**config.mk**
```make
export PLATFORM = sky130hd
export DESIGN_NAME = bcd_bin
export DESIGN_NICKNAME = d
export VERILOG_FILES = /design/src/rtl/bcd_pkg.sv /design/src/rtl/bcd_digit_adj.sv /design/src/rtl/bcd_bin.sv
export SDC_FILE = /design/constraint.sdc
export NUM_CORES = 1
export LEC_CHECK = 0
export ABC_AREA = 1
export CAP_MARGIN = 10
export CORE_MARGIN = 8
export CORE_UTILIZATION = 54
export CTS_CLUSTER_DIAMETER = 120
export CTS_CLUSTER_SIZE = 28
export DETAILED_ROUTE_END_ITERATION = 6
export PLACE_DENSITY = 0.74
export SLEW_MARGIN = 40
export SYNTH_ARGS = -nofsm -noshare
export SYNTH_HDL_FRONTEND = slang
export SYNTH_SLANG_ARGS = --single-unit
```
**constraint.sdc**
```tcl
create_clock -name clk -period 1.6 [get_ports clk]
set_input_delay 0.32 -clock clk [delete_from_list [all_inputs] [get_ports clk]]
set_output_delay 0.32 -clock clk [all_outputs]
set_load 0.03 [all_outputs]
```
**src/rtl/bcd_pkg.sv**
```systemverilog
// Shared constants, FSM encoding and input validation for the BCD <-> binary converters.
package bcd_pkg;

  localparam int BCD_W = 10;
  localparam int BIN_W = 8;
  localparam int STEPS = 8;
  localparam int SR_W  = BCD_W + BIN_W;
  localparam int CNT_W = $clog2(STEPS);

  localparam logic [3:0] DIG_THRESH = 4'd8;
  localparam logic [3:0] DIG_SUB    = 4'd3;

  typedef enum logic [1:0] {
    IDLE = 2'd0,
    CONV = 2'd1,
    DONE = 2'd2
  } state_t;

  // True when a digit is not decimal or the encoded value exceeds 255.
  function automatic logic bcd_invalid(input logic [BCD_W-1:0] bcd);
    logic [7:0] tens_ones;
    tens_ones = 8'(bcd[7:4]) * 8'd10 + 8'(bcd[3:0]);
    return (bcd[3:0] > 4'd9) || (bcd[7:4] > 4'd9) || (bcd[9:8] == 2'd3) ||
           ((bcd[9:8] == 2'd2) && (tens_ones > 8'd55));
  endfunction

endpackage

```
**src/rtl/bcd_digit_adj.sv**
```systemverilog
// Reverse double-dabble digit correction: a field that reached 8 after the shift loses 3.
module bcd_digit_adj
  import bcd_pkg::*;
(
  input  logic [3:0] i_digit,
  output logic [3:0] o_digit
);

  assign o_digit = (i_digit >= DIG_THRESH) ? (i_digit - DIG_SUB) : i_digit;

endmodule

```
**src/rtl/bcd_bin.sv**
```systemverilog
// Sequential 3-digit BCD to 8-bit binary converter, one reverse double-dabble step per cycle.
//
// state | meaning
// IDLE  | waiting for din_vld; captures bcd_in on the strobe
// CONV  | one shift/correct step per cycle, counter 0..7
// DONE  | result just published; returns to IDLE next edge
module bcd_bin
  import bcd_pkg::*;
(
  input  logic             clk,
  input  logic             rst_n,
  input  logic [BCD_W-1:0] bcd_in,
  input  logic             din_vld,
  output logic [BIN_W-1:0] bin_out,
  output logic             dout_vld,
  output logic             busy,
  output logic             err
);

  state_t           r_state;
  state_t           w_state_next;
  logic [SR_W-1:0]  r_sr;
  logic [SR_W-1:0]  w_shift;
  logic [SR_W-1:0]  w_sr_step;
  logic [CNT_W-1:0] r_cnt;
  logic             r_err_cap;
  logic             w_load;
  logic             w_last;
  logic [3:0]       w_h_adj;
  logic [3:0]       w_t_adj;
  logic [3:0]       w_o_adj;
  logic [1:0]       w_unused_h;

  always_ff @(posedge clk or negedge rst_n) begin
    if (!rst_n) r_state <= IDLE;
    else        r_state <= w_state_next;
  end

  always_comb begin
    w_state_next = r_state;
    w_load       = 1'b0;
    w_last       = 1'b0;
    case (r_state)
      IDLE: begin
        if (din_vld) begin
          w_load       = 1'b1;
          w_state_next = CONV;
        end
      end
      CONV: begin
        if (r_cnt == CNT_W'(STEPS - 1)) begin
          w_last       = 1'b1;
          w_state_next = DONE;
        end
      end
      DONE:    w_state_next = IDLE;
      default: w_state_next = IDLE;
    endcase
  end

  // Register layout: [17:16] hundreds, [15:12] tens, [11:8] ones, [7:0] binary result.
  assign w_shift = r_sr >> 1;

  bcd_digit_adj u_adj_h (.i_digit({2'b00, w_shift[17:16]}), .o_digit(w_h_adj));
  bcd_digit_adj u_adj_t (.i_digit(w_shift[15:12]),          .o_digit(w_t_adj));
  bcd_digit_adj u_adj_o (.i_digit(w_shift[11:8]),           .o_digit(w_o_adj));

  // After a right shift the 2-bit hundreds field never reaches 8, so its upper bits stay zero.
  assign w_unused_h = w_h_adj[3:2];
  assign w_sr_step  = {w_h_adj[1:0], w_t_adj, w_o_adj, w_shift[BIN_W-1:0]};

  always_ff @(posedge clk or negedge rst_n) begin
    if (!rst_n) begin
      r_sr      <= '0;
      r_cnt     <= '0;
      r_err_cap <= 1'b0;
      bin_out   <= '0;
      dout_vld  <= 1'b0;
      busy      <= 1'b0;
      err       <= 1'b0;
    end else begin
      dout_vld <= w_last;
      busy     <= (w_state_next != IDLE);
      if (w_load) begin
        r_sr      <= {bcd_in, {BIN_W{1'b0}}};
        r_cnt     <= '0;
        r_err_cap <= bcd_invalid(bcd_in);
      end else if (r_state == CONV) begin
        r_sr  <= w_sr_step;
        r_cnt <= r_cnt + 1'b1;
      end
      if (w_last) begin
        bin_out <= r_err_cap ? '0 : w_sr_step[BIN_W-1:0];
        err     <= r_err_cap;
      end
    end
  end

endmodule

```
# Yosys cells after proc, flatten, opt, wreduce, memory -nomap -nowiden
# Index checks and enable logic that the tools add are counted.
[totals] register_bits=35 latchBits=0 ram_bits=0 rom_bits=0 input_bits=13 out_inout_bits=11 wordCells=46 n_memories=0
[classes] n_addsub=5 n_mul=1 div_mod_pow=0 order_cmp=6 n_eq_ne=4 shifts=0 muxes=15 n_bitwise=0 n_reduce_logical=7
[ops] cell="two-way mux 18 bit" n=2
[ops] cell="adder 8 x 4 -> 8 bit" n=1
[ops] cell=">= comparator 4 bit, second input constant" n=2
[ops] cell="greater-than comparator 4 bit, second input constant" n=2
[ops] cell="greater-than comparator 8 x 6 -> 1 bit, second input constant" n=1
[ops] cell="two-way mux 4 bit" n=2
[ops] cell="two-way mux 8 bit" n=1
[ops] cell="subtractor 4 x 2 -> 4 bit, second input constant" n=2
[ops] cell="multiplier 4 x 3 -> 7 bit, second input constant" n=1
[ops] cell="two-way mux 2 bit" n=3
[ops] cell="two-way mux 3 bit" n=2
[ops] cell="== test 2 bit, second input constant" n=2
[ops] cell=">= comparator 1 x 4 -> 1 bit, second input constant" n=1
[ops] cell="two-way mux 1 bit" n=4
[ops] cell="case mux 2 bit (2 select lines)" n=1
[ops] cell="nonzero test 2 bit" n=2
[ops] cell="adder 3 x 1 -> 3 bit, second input constant" n=1
[ops] cell="== test 3 bit, second input constant" n=1
[ops] cell="logical OR 1 bit" n=3
[ops] cell="== test 2 x 1 -> 1 bit, second input constant" n=1
[ops] cell="logical NOT 2 bit" n=1
[ops] cell="subtractor 1 x 2 -> 2 bit, second input constant" n=1
[ops] cell="logical AND 1 bit" n=1

# Depth between registers and ports, before layout
# Gate-level depths: netlist (run 1).
[logic_depth] word_depth=5 mapped_depth=12 ltp_nobuf=12

# Cells and area by module
# Synthesis (run 1) repeated with hierarchy kept, for this count alone.
[unflattened] hier_cells=238 hier_area_um2=1969.4
[by_module_without_submodules] module="bcd_bin" n_inst=1 cells_per_inst=190 area_per_inst_um2=1702.9 seq_area_each_um2=850.8
[by_module_without_submodules] module="bcd_digit_adj" n_inst=3 cells_per_inst=16 area_per_inst_um2=88.8 seq_area_each_um2=0.0

# Worst setup path after synthesis (run 1)
# OpenSTA, ideal clock, no wires.
[synth_path] path_type="input -> register" from="in bcd_in[5]" to="reg r_err_cap" setup_time_ns=0.120 arrival_time_ns=1.879 t_required_ns=1.480 setup_slack_ns=-0.400 path_stages=12 n_path_buf=0 cell_sequence="ha_1 -> ha_1 -> fa_1 -> nand2_1 -> nor2_1 -> nand2_1 -> nand3_1 -> nand2_1 -> nor2_1 -> nand3_1 -> nand2_1 -> nand2_1"
[synth_via] elab_chain_cells=5 elab_cells_between_ends=8 classes_between="add/sub (1); mul (1); order compare (2); reduce/logical (4)"
[synth_rtl] item="from (decl)" line_no="bcd_bin.sv:12" text="input logic [BCD_W-1:0] bcd_in,"
[synth_rtl] item="multiplier 4 x 3 -> 7 bit" line_no="bcd_pkg.sv:22" text="tens_ones = 8'(bcd[7:4]) * 8'd10 + 8'(bcd[3:0]);"
[synth_rtl] item="adder 8 x 4 -> 8 bit" line_no="bcd_pkg.sv:22"
[synth_rtl] item="greater-than comparator 8 x 6 -> 1 bit" line_no="bcd_pkg.sv:24" text="((bcd[9:8] == 2'd2) && (tens_ones > 8'd55));"
[synth_rtl] item="logical AND 1 bit" line_no="bcd_pkg.sv:24"
[synth_rtl] item="logical OR 1 bit *" line_no="bcd_pkg.sv:23" text="return (bcd[3:0] > 4'd9) || (bcd[7:4] > 4'd9) || (bcd[9:8] == 2'd3) ||"
[synth_rtl] item="to (signal assigned)" line_no="bcd_bin.sv:87" text="r_err_cap <= bcd_invalid(bcd_in);"
[synth_rtl] item="to (decl)" line_no="bcd_bin.sv:26" text="logic r_err_cap;"
# Every way passes the cells marked *; elsewhere a longest branch is shown, timed or not.
# A chain may end at the register's enable or synchronous reset.

# Worst setup path in the final report (run 1)
# Ends and elaborated chain as after synthesis.

==> out/qor.csv, run 1 <==
metric,value,unit
power per cell area,1570,nW/um^2
max frequency,0.581,GHz
H-Tree Depth,2,
Lkg Pwr,1.15,nW
Avg WL per Cell,13.0,um
area grow syn2layout,24.8,%
slack of the critical path,-0.120,ns
drt first pass iters,4,
detailed-route DRC error count,0,
Post-synth top flop,dfrtp_1,
Synth area leaders,"dfrtp_1 46%, nand2_1 8.9%, ha_1 8.8%",
Die Y,74.6,um
post-DR vias/cell,5.19,
CTS tree,done,
# rows,21,
register area share after synthesis,45.8,%
Rel. slew slack,72.6,%
global-route usage over all layers,15.3,%
failing checks,negative setup slack,
final wirelength,3770,um
Top Ports,24,
clock slew at reported path FFs,0.10,ns
CTS buffer count,5,
Syn. warnings,0,
CTS Root Cell,clkbuf_4,
DRT iter0 DRCs,52,
area fraction of the dominant cell type after synthesis,45.8,%
DR vias,1509,
Initial Util,56.1,%
grt total ovfl,0,
top cell type by total area after synthesis,dfrtp_1,
CP endpoint kind,flip-flop,
final RePlAce weighted congestion,0.802,
first-pass GRT wire length,6710,um
RSZ-0062 raised after global routing,yes,
Post-synth EDFFs,0,
number of port buffers,23,
Crit Path Class,input port to flip-flop,
CTS hold repair buffers,0,
# setup viols final,1,
crit path launch type,input port,
Max Slew Vio Count,0,
minimum clock period after layout,1.72,ns
outcome,"finished, violations left",
Yosys cell types,28,
CTS Sinks,34,
Worst-Skew Late Latency,0.33,ns
Layout Nets,272,
core area,3310,sq um
Max Cap Viol,0,
area of the mapped netlist,1860,sq um
"count leader, synth",nand2_1,
Horiz. Die Dim,74.6,um
Syn Nets,232,
final std cells w/o fill,291,
layout cells sized above 1,19.6,%
largest net degree at the start of global routing,35,
Worst IR Drop VDD,0.797,mV
Post-DP HPWL,2910,um
Slew @ Worst Pin,0.411,ns
TNS Setup,-0.120,ns
# fillers,263,
vias in the first global route,1588,
Mapped Cells,204,
Async SR Flop Fraction,100,%
"FF+latch count, synth",34,
Final period util,108,%
Worst Hold Class,input port to asynchronous set/reset pin,
Placed Cells,283,
die area,5570,sq um
final hold violation count,0,
Antenna Nets Post-Route,0,
CP max FO,2,
CP Data Arrival Time,1.94,ns
"Req. time, crit path",1.82,ns
Avg Synthesized Cell Area,9.10,sq um
Ant. Diodes,0,
antenna violations before repair,0,
synth cell count leaders,"44 x nand2_1, 34 x dfrtp_1, 24 x inv_1, 16 x o21ai_1, 13 x ha_1",
Fin Clk Skew,0.00733,ns
deepest clock path buffer count,2,
## critical path: stages
cell and delay [ns]:
buf_8 0.10, ha_4 0.24, ha_4 0.15, fa_1 0.50
nand2_1 0.08, nor2_1 0.10, nand2_1 0.08, nand3_1 0.07
nand2_1 0.05, nor2_1 0.08, nand3_1 0.07, nand2_1 0.06
nand2_1 0.04
## layer usage
layer  global-route usage [%]  vias up  wire [um]
met5                        0        -          0
met4                     6.96        0         84
met3                     3.06        7        168
met2                     26.8       38       1880
met1                     17.3      716       1640
li1                         -      748          -
## layout make-up
| cell class | count | area (sq um) | area share, % |
|---|---|---|---|
| Timing Repair Buffer | 38 | 342 | 14.7 |
| Multi-Input combinational cell | 135 | 895 | 38.6 |
| Sequential cell | 34 | 851 | 36.7 |
| Clock inverter | 1 | 5.00 | 0.216 |
| Tap cell | 46 | 57.6 | 2.48 |
| Clock buffer | 7 | 55.1 | 2.38 |
| Inverter | 30 | 113 | 4.86 |
## state kept, by name, summed over array words and instances, names as in the netlist
register   count
r_cnt          3
r_sr          17
r_err_cap      1
busy           1
bin_out        8
r_state        2
err            1
dout_vld       1
## worst paths after layout
| kind | to | cells after the start | slack [ns] | startpoint |
|---|---|---|---|---|
| min in group clk | r_sr[13]$_DFFE_PN0P_ | 4 | 0.40 | bcd_in[5] |
| worst max-delay path | r_err_cap$_DFFE_PN0P_ | 13 | -0.12 | bcd_in[5] |
| max in group asynchronous | busy$_DFF_PN0_ | 2 | 0.92 | rst_n |
| worst max register to register | bin_out[2]$_DFFE_PN0P_ | 6 | 0.26 | r_cnt[0]$_DFFE_PN0P_ |
| worst min-delay path | bin_out[7]$_DFFE_PN0P_ | 2 | 0.38 | rst_n |
| worst min register to register | r_cnt[0]$_DFFE_PN0P_ | 1 | 0.49 | r_cnt[0]$_DFFE_PN0P_ |
## report_power, final
group | leakage, nW | total, mW | internal, mW | switching (mW)
combinational | 0.679 | 1.72 | 0.707 | 1.01
sequential | 0.432 | 1.43 | 1.20 | 0.225
clock | 0.0353 | 0.491 | 0.213 | 0.278
total | 1.15 | 3.64 | 2.12 | 1.52
## repair_timing
item,in CTS,in global routing
pin swaps,11,10
resized for setup,35,4
endpoints found under the setup margin,12,1
setup buffers,0,0
## placed cells by master, fill, tap and decap left out, types with 3 or more instances in the layout
cell             netlist  routed
nor2_1                 8       8
dfrtp_1               34      34
inv_1                 24      24
nand2_1               44      43
o21ai_0                6       5
dlygate4sd2_1          0      11
o22ai_1                8       8
inv_2                  6       6
xor2_1                 3       3
a21oi_1                7       7
buf_4                  0      14
ha_4                   0       3
ha_1                  13       9
nand3_1                6       6
clkbuf_4               0       5
clkdlybuf4s50_1        0       8
o211ai_1               3       3
o211ai_2               4       4
o21ai_1               16      17
## per-stage QoR
| stage | setup slack (ns) | hold WS [ns] | total power, mW | cell area, sq um | util [%] |
|---|---|---|---|---|---|
| floorplan | -0.373 | 0.0244 | 2.69 | 1880 | - |
| global placement | -0.868 | 0.459 | 3.16 | 2250 | 68.0 |
| CTS | -0.166 | 0.386 | 3.67 | 2310 | 69.7 |
| global route | -0.184 | 0.413 | 3.95 | 2320 | 70.0 |
| finish | -0.120 | 0.375 | 3.64 | 2320 | 70.0 |
| detailed placement | -0.965 | 0.477 | 3.24 | 2250 | 68.0 |
## cells by family (layout without fill, tap and decap cells)
logic type      after synthesis  count (layout)  synth area share [%]
compound gates               49              49                  16.7
xor+xnor                      5               5                  2.36
fa+ha+maj                    15              15                  10.9
buf+inv                      35              76                  8.42
flops                        34              34                  45.8
simple gates                 66              66                  15.8
Note: power is estimated with default switching activity, not from simulation.
==> run 2: changes to the inputs <==
CTS_CLUSTER_DIAMETER = 40   (was 120)
GPL_TIMING_DRIVEN = 0   (was default)
==> out/qor.csv, run 2 (same netlist as run 1, synthesis figures left out) <==
metric,value,unit,change
layout cells sized above 1,19.2,%,-0.34 points
Logic pwr share,47.2,%,about the same
global-route usage over all layers,16.6,%,+1.3 points
Worst setup endpoint,r_err_cap$_DFFE_PN0P_,,
deepest clock path buffer count,2,,unchanged
clock slew at reported path FFs,0.10,ns,about the same
Max Slew Vio Count,0,,unchanged
Initial Util,56.1,%,unchanged
number of port buffers,23,,unchanged
"Max stage delay cell, worst path",fa_2,,
largest incremental delay on the critical path,0.55,ns,+0.05 ns
Die Y,74.6,um,unchanged
DRT iter0 DRCs,90,,+73%
minimum clock period after layout,1.80,ns,+0.0749 ns
CP Data Arrival Time,2.03,ns,+0.09 ns
Max Cap Viol,0,,unchanged
largest net degree at the start of global routing,23,,-34%
core area,3310,sq um,unchanged
cell family with most CP delay,adder cells,,
Slew @ Worst Pin,0.347,ns,-0.0639 ns
# rows,21,,unchanged
Horiz. Die Dim,74.6,um,unchanged
final hold violation count,0,,unchanged
worst setup path start,bcd_in[7],,
final core occ,69.5,%,-0.45 points
die area,5570,sq um,unchanged
Antenna Nets Post-Route,0,,unchanged
first-pass GRT wire length,7070,um,+5.3%
post-route cell area,2300,sq um,-0.65%
Avg WL per Cell,14.2,um,+9.9%
WP depth,13,,unchanged
Ant. Diodes,0,,unchanged
Flop pwr share,38.9,%,-0.4 points
FF-to-FF End,err$_DFFE_PN0P_,,
CTS Root Cell,clkbuf_4,,
DR vias,1516,,+0.46%
Rel. slew slack,76.8,%,+4.3 points
RSZ-0062 raised after global routing,yes,,
r2r setup slk,0.15,ns,-0.11 ns
Worst-Skew Late Latency,0.34,ns,about the same
Fin Clk Skew,0.00624,ns,-0.00109 ns
Crit Path Class,input port to flip-flop,,
drt first pass iters,5,,+1
"commonest non-fill, non-tap cells in the layout","42 x nand2_1, 34 x dfrtp_1, 24 x inv_1",,
Reg with most FFs,r_sr,,
CTS tree,done,,
failing checks,negative setup slack,,
Final period util,112,%,+4.7 points
power per cell area,1600,nW/um^2,+1.7%
Lkg Pwr,1.13,nW,-1.2%
leading registers by flop count,"r_sr: 17 flops, bin_out: 8 flops, r_cnt: 3 flops",,
clock share of power,13.9,%,+0.4 points
crit path launch type,input port,,
slack of the critical path,-0.195,ns,-0.0749 ns
Layout Nets,266,,-2.2%
sw frac,42.1,%,+0.43 points
final wirelength,4060,um,+7.6%
Top Ports,24,,unchanged
Worst Hold Class,input port to flip-flop,,
CP max FO,2,,unchanged
detailed-route DRC error count,0,,unchanged
area grow syn2layout,24.0,%,
Internal,2.13,mW,+0.30%
RR Startpoint,r_cnt[0]$_DFFE_PN0P_,,
Buffers & Inverters on Critical Path,1,,unchanged
post-DR vias/cell,5.32,,+2.6%
cells on worst reg2reg path,6,,unchanged
CP endpoint kind,flip-flop,,
Sw Pwr,1.55,mW,+2.1%
"commonest non-fill, non-tap cell in the layout",nand2_1,,
H-Tree Depth,2,,unchanged
"Req. time, crit path",1.83,ns,about the same
antenna violations before repair,0,,unchanged
Worst IR Drop VDD,0.814,mV,+2.2%
CTS buffer count,5,,unchanged
max frequency,0.557,GHz,-4.2%
CP most frequent cell,nand2_1,,
Post-DP Area,2190,sq um,-2.6%
vias in the first global route,1548,,-2.5%
grt total ovfl,0,,unchanged
outcome,"finished, violations left",,
Post-DP HPWL,3040,um,+4.6%
Placed Cells,274,,-3.2%
"Cell Chain, Critical Path","buf_12, ha_4, ha_4, fa_2, nand2_2, nor2_2, nand2_2, nand3_2, nand2_1, nor2_1, nand3_1, nand2_1, nand2_1",,
Largest register FFs,17,,unchanged
CTS Sinks,34,,unchanged
final RePlAce weighted congestion,0.821,,+2.4%
final std cells w/o fill,285,,-2.1%
# setup viols final,1,,unchanged
==> run 2: cell count changes in the layout (fill, tap and decap cells not counted), sizes merged <==
cell,delta
buf,-6
clkdlybuf4s50,-3
clkbuf,-1
clkinvlp,+1
dlygate4sd2,+1
dlygate4sd3,+1
dlymetal6s2s,+1
==> run 2: how the worst min path moves through the flow <==
stage	startpoint	cells after the start	end
finish	bcd_in[5]	3	r_sr[13]$_DFFE_PN0P_
global route	bcd_in[5]	3	r_sr[13]$_DFFE_PN0P_
CTS	bcd_in[5]	3	r_sr[13]$_DFFE_PN0P_
detailed placement	rst_n	1	r_sr[8]$_DFFE_PN0P_
global placement	r_cnt[0]$_DFFE_PN0P_	1	r_cnt[0]$_DFFE_PN0P_
floorplan	rst_n	0	bin_out[0]$_DFFE_PN0P_
==> run 2: repair_timing <==
item,in CTS,in global routing
hold buffers,1,0
setup buffers,2,0
pin swaps,10,1
gates resized for setup,44,3
setup endpoints to repair,12,1
endpoints found under the hold margin,12,0
==> run 2: cell type report <==
class,count,area [sq um]
fill,288,1010
clock inverter,2,12.5
multi-input combinational,135,905
inverter,30,113
clock buffer,6,51.3
buffer,5,43.8
tap,46,57.6
timing repair buffer,27,269
sequential,34,851
==> run 2: per-stage QoR <==
| stage | hold slack, ns | power (mW) | setup TNS (ns) | worst slack, ns |
|---|---|---|---|---|
| floorplan | 0.0244 | 2.69 | -0.373 | -0.373 |
| CTS | 0.267 | 3.71 | -0.204 | -0.204 |
| finish | 0.281 | 3.68 | -0.195 | -0.195 |
| global placement | 0.462 | 3.15 | -15.58 | -1.14 |
| global route | 0.282 | 3.98 | -0.239 | -0.239 |
| detailed placement | 0.246 | 3.25 | -1.63 | -1.26 |
==> run 2: routing by layer <==
metal | global-route usage [%] | vias to the layer above | wire length, um
met3 | 3.20 | 11 | 195
li1 | - | 737 | -
met1 | 20.2 | 721 | 1740
met2 | 27.1 | 47 | 2030
met4 | 8.70 | 0 | 100
met5 | 0 | - | 0
==> run 2: power by group through the flow <==
stage	clock [mW]	combinational, mW	sequential, mW
after floorplan	0	1.09	1.61
after global placement	0	1.72	1.43
after detailed placement	0	1.80	1.45
after CTS	0.526	1.75	1.43
after global routing	0.577	1.93	1.47
final	0.511	1.74	1.43
==> run 2: worst min-delay path, delay by kind of cell <==
kind            cells  cell delay, ns
compound gates      2            0.15
buf+inv             1            0.10
==> run 3: changes to the inputs <==
CORE_MARGIN = default   (was 8)
==> out/qor.csv, run 3 (same netlist as run 1, synthesis figures left out) <==
metric,value,unit,change
outcome,"finished, violations left",,
failing checks,negative setup slack,,
final RePlAce weighted congestion,0.830,,+1.1%
CTS Root Cell,clkbuf_4,,
crit path launch type,input port,,
deepest clock path buffer count,2,,unchanged
Fin Clk Skew,0.0124,ns,+0.00621 ns
Sw Pwr,1.52,mW,-1.7%
antenna violations before repair,0,,unchanged
first-pass GRT wire length,6120,um,-13%
CP most frequent cell,nand2_1,,
Horiz. Die Dim,60.6,um,-19%
Post-DP HPWL,2860,um,-5.9%
power per cell area,1610,nW/um^2,+0.43%
Slew @ Worst Pin,0.339,ns,-0.00809 ns
final hold violation count,0,,unchanged
post-DR vias/cell,5.22,,-1.8%
slack of the critical path,-0.136,ns,+0.0593 ns
Place WS,-1.22,ns,+0.0447 ns
TNS Setup,-0.136,ns,+0.0593 ns
Buffers & Inverters on Critical Path,1,,unchanged
"Cell Chain, Critical Path","buf_12, ha_4, ha_4, fa_2, nand2_2, nor2_2, nand2_1, nand3_1, nand2_1, nor2_1, nand3_1, nand2_1, nand2_1",,
CTS tree,done,,
layout cells sized above 1,17.6,%,-1.6 points
Hold Path Origin,bcd_in[7],,
CP max FO,7,,+5
largest net degree at the start of global routing,23,,unchanged
Largest register FFs,17,,unchanged
detailed-route DRC error count,0,,unchanged
Internal,2.13,mW,-0.12%
clock slew at reported path FFs,0.10,ns,about the same
minimum clock period after layout,1.74,ns,-0.0593 ns
# rows,20,,-4.8%
Final period util,108,%,-3.7 points
DR vias,1473,,-2.8%
sw frac,41.7,%,-0.38 points
vias in the first global route,1356,,-12%
area grow syn2layout,22.5,%,
Worst-Skew Late Latency,0.34,ns,about the same
leading registers by flop count,"r_sr: 17 flops, bin_out: 8 flops, r_cnt: 3 flops",,
DRT iter0 DRCs,56,,-38%
max frequency,0.576,GHz,+3.4%
Reg with most FFs,r_sr,,
global-route usage over all layers,23.3,%,+6.7 points
Worst IR Drop VDD,0.698,mV,-14%
Rel. slew slack,77.4,%,+0.54 points
Antenna Nets Post-Route,0,,unchanged
worst setup path start,bcd_in[7],,
Top Ports,24,,unchanged
final wirelength,3720,um,-8.5%
Crit Path Class,input port to flip-flop,,
Max Slew Vio Count,0,,unchanged
RSZ-0062 raised after global routing,yes,,
CTS buffer count,5,,unchanged
clock share of power,13.5,%,-0.4 points
H-Tree Depth,2,,unchanged
CTS Sinks,34,,unchanged
RR Startpoint,r_cnt[0]$_DFFE_PN0P_,,
"commonest non-fill, non-tap cell in the layout",nand2_1,,
# setup viols final,1,,unchanged
grt total ovfl,0,,unchanged
core area,3150,sq um,-4.8%
Die Y,60.6,um,-19%
cell family with most CP delay,adder cells,,
Layout Nets,265,,-0.38%
"Req. time, crit path",1.82,ns,about the same
largest incremental delay on the critical path,0.56,ns,about the same
Max Cap Viol,0,,unchanged
Avg WL per Cell,13.2,um,-7.5%
"Max stage delay cell, worst path",fa_2,,
number of port buffers,23,,unchanged
Worst Hold Class,input port to flip-flop,,
drt first pass iters,4,,-1
Ant. Diodes,0,,unchanged
Flop pwr share,39.0,%,about the same
Logic pwr share,47.5,%,+0.3 points
CP Data Arrival Time,1.96,ns,-0.07 ns
Initial Util,58.9,%,+2.8 points
CP endpoint kind,flip-flop,,
Lkg Pwr,1.12,nW,-1.4%
die area,3680,sq um,-34%
"commonest non-fill, non-tap cells in the layout","43 x nand2_1, 34 x dfrtp_1, 24 x inv_1",,
run 3: changes by cell type in the layout (fill, tap and decap cells not counted), sizes merged:
cell / delta
clkbuf: +1
dlymetal6s2s: -1
clkinvlp: -1
dlygate4sd2: +1
buf: -1
run 3: per-stage QoR:
stage	cells	instance area (sq um)	util [%]	hold slack (ns)	total power, mW
final	282	2270	72.1	0.275	3.65
after global routing	282	2270	72.1	0.285	3.94
after CTS	282	2270	72.1	0.267	3.67
after detailed placement	272	2190	69.4	0.240	3.25
after global placement	271	2170	68.7	0.458	3.14
after floorplan	204	1880	-	0.0244	2.69
run 3: tightest hold or removal path, stage by stage:
cell and delay (ns):
buf_12 0.09, a21oi_1 0.06, o21ai_1 0.11
run 3: layer usage:
metal	up-vias	share of wire (%)	track usage, %
met2	17	49	39.6
met1	714	47	29.5
li1	736	-	-
met4	0	1.4	7.79
met3	6	2.5	5.12
met5	-	0	0
run 3: cell type report:
cell class / instances / area [sq um]
Clock buffer: 7 / 55.1
Inverter: 30 / 113
Sequential cell: 34 / 851
Fill cell: 246 / 878
Clock inverter: 1 / 5.00
Multi-Input combinational cell: 135 / 897
Tap cell: 44 / 55.1
Buffer: 5 / 43.8
Timing Repair Buffer: 26 / 255
run 3: path summary, 6_finish.rpt:
check	to	slack (ns)	cells past startpoint
max	r_err_cap$_DFFE_PN0P_	-0.14	13
min	r_sr[15]$_DFFE_PN0P_	0.27	3
max reg2reg	err$_DFFE_PN0P_	0.19	6
min reg2reg	bin_out[6]$_DFFE_PN0P_	0.49	2
max in group asynchronous	bin_out[1]$_DFFE_PN0P_	0.76	3
min in group asynchronous	r_sr[9]$_DFFE_PN0P_	0.41	2
run 3: power by group through the flow:
stage	clock network [mW]	logic [mW]	registers (mW)
final	0.494	1.73	1.42
after global placement	0	1.71	1.42
after detailed placement	0	1.80	1.45
after floorplan	0	1.09	1.61
after CTS	0.499	1.74	1.43
after global routing	0.531	1.95	1.46
run 3: timing repair:
item                       CTS  global route
pin swaps                    3             0
hold buffers                 1             0
resized for setup           43             1
hold endpoints to repair    12             0
setup buffers                1             0
setup endpoints to repair   12             1
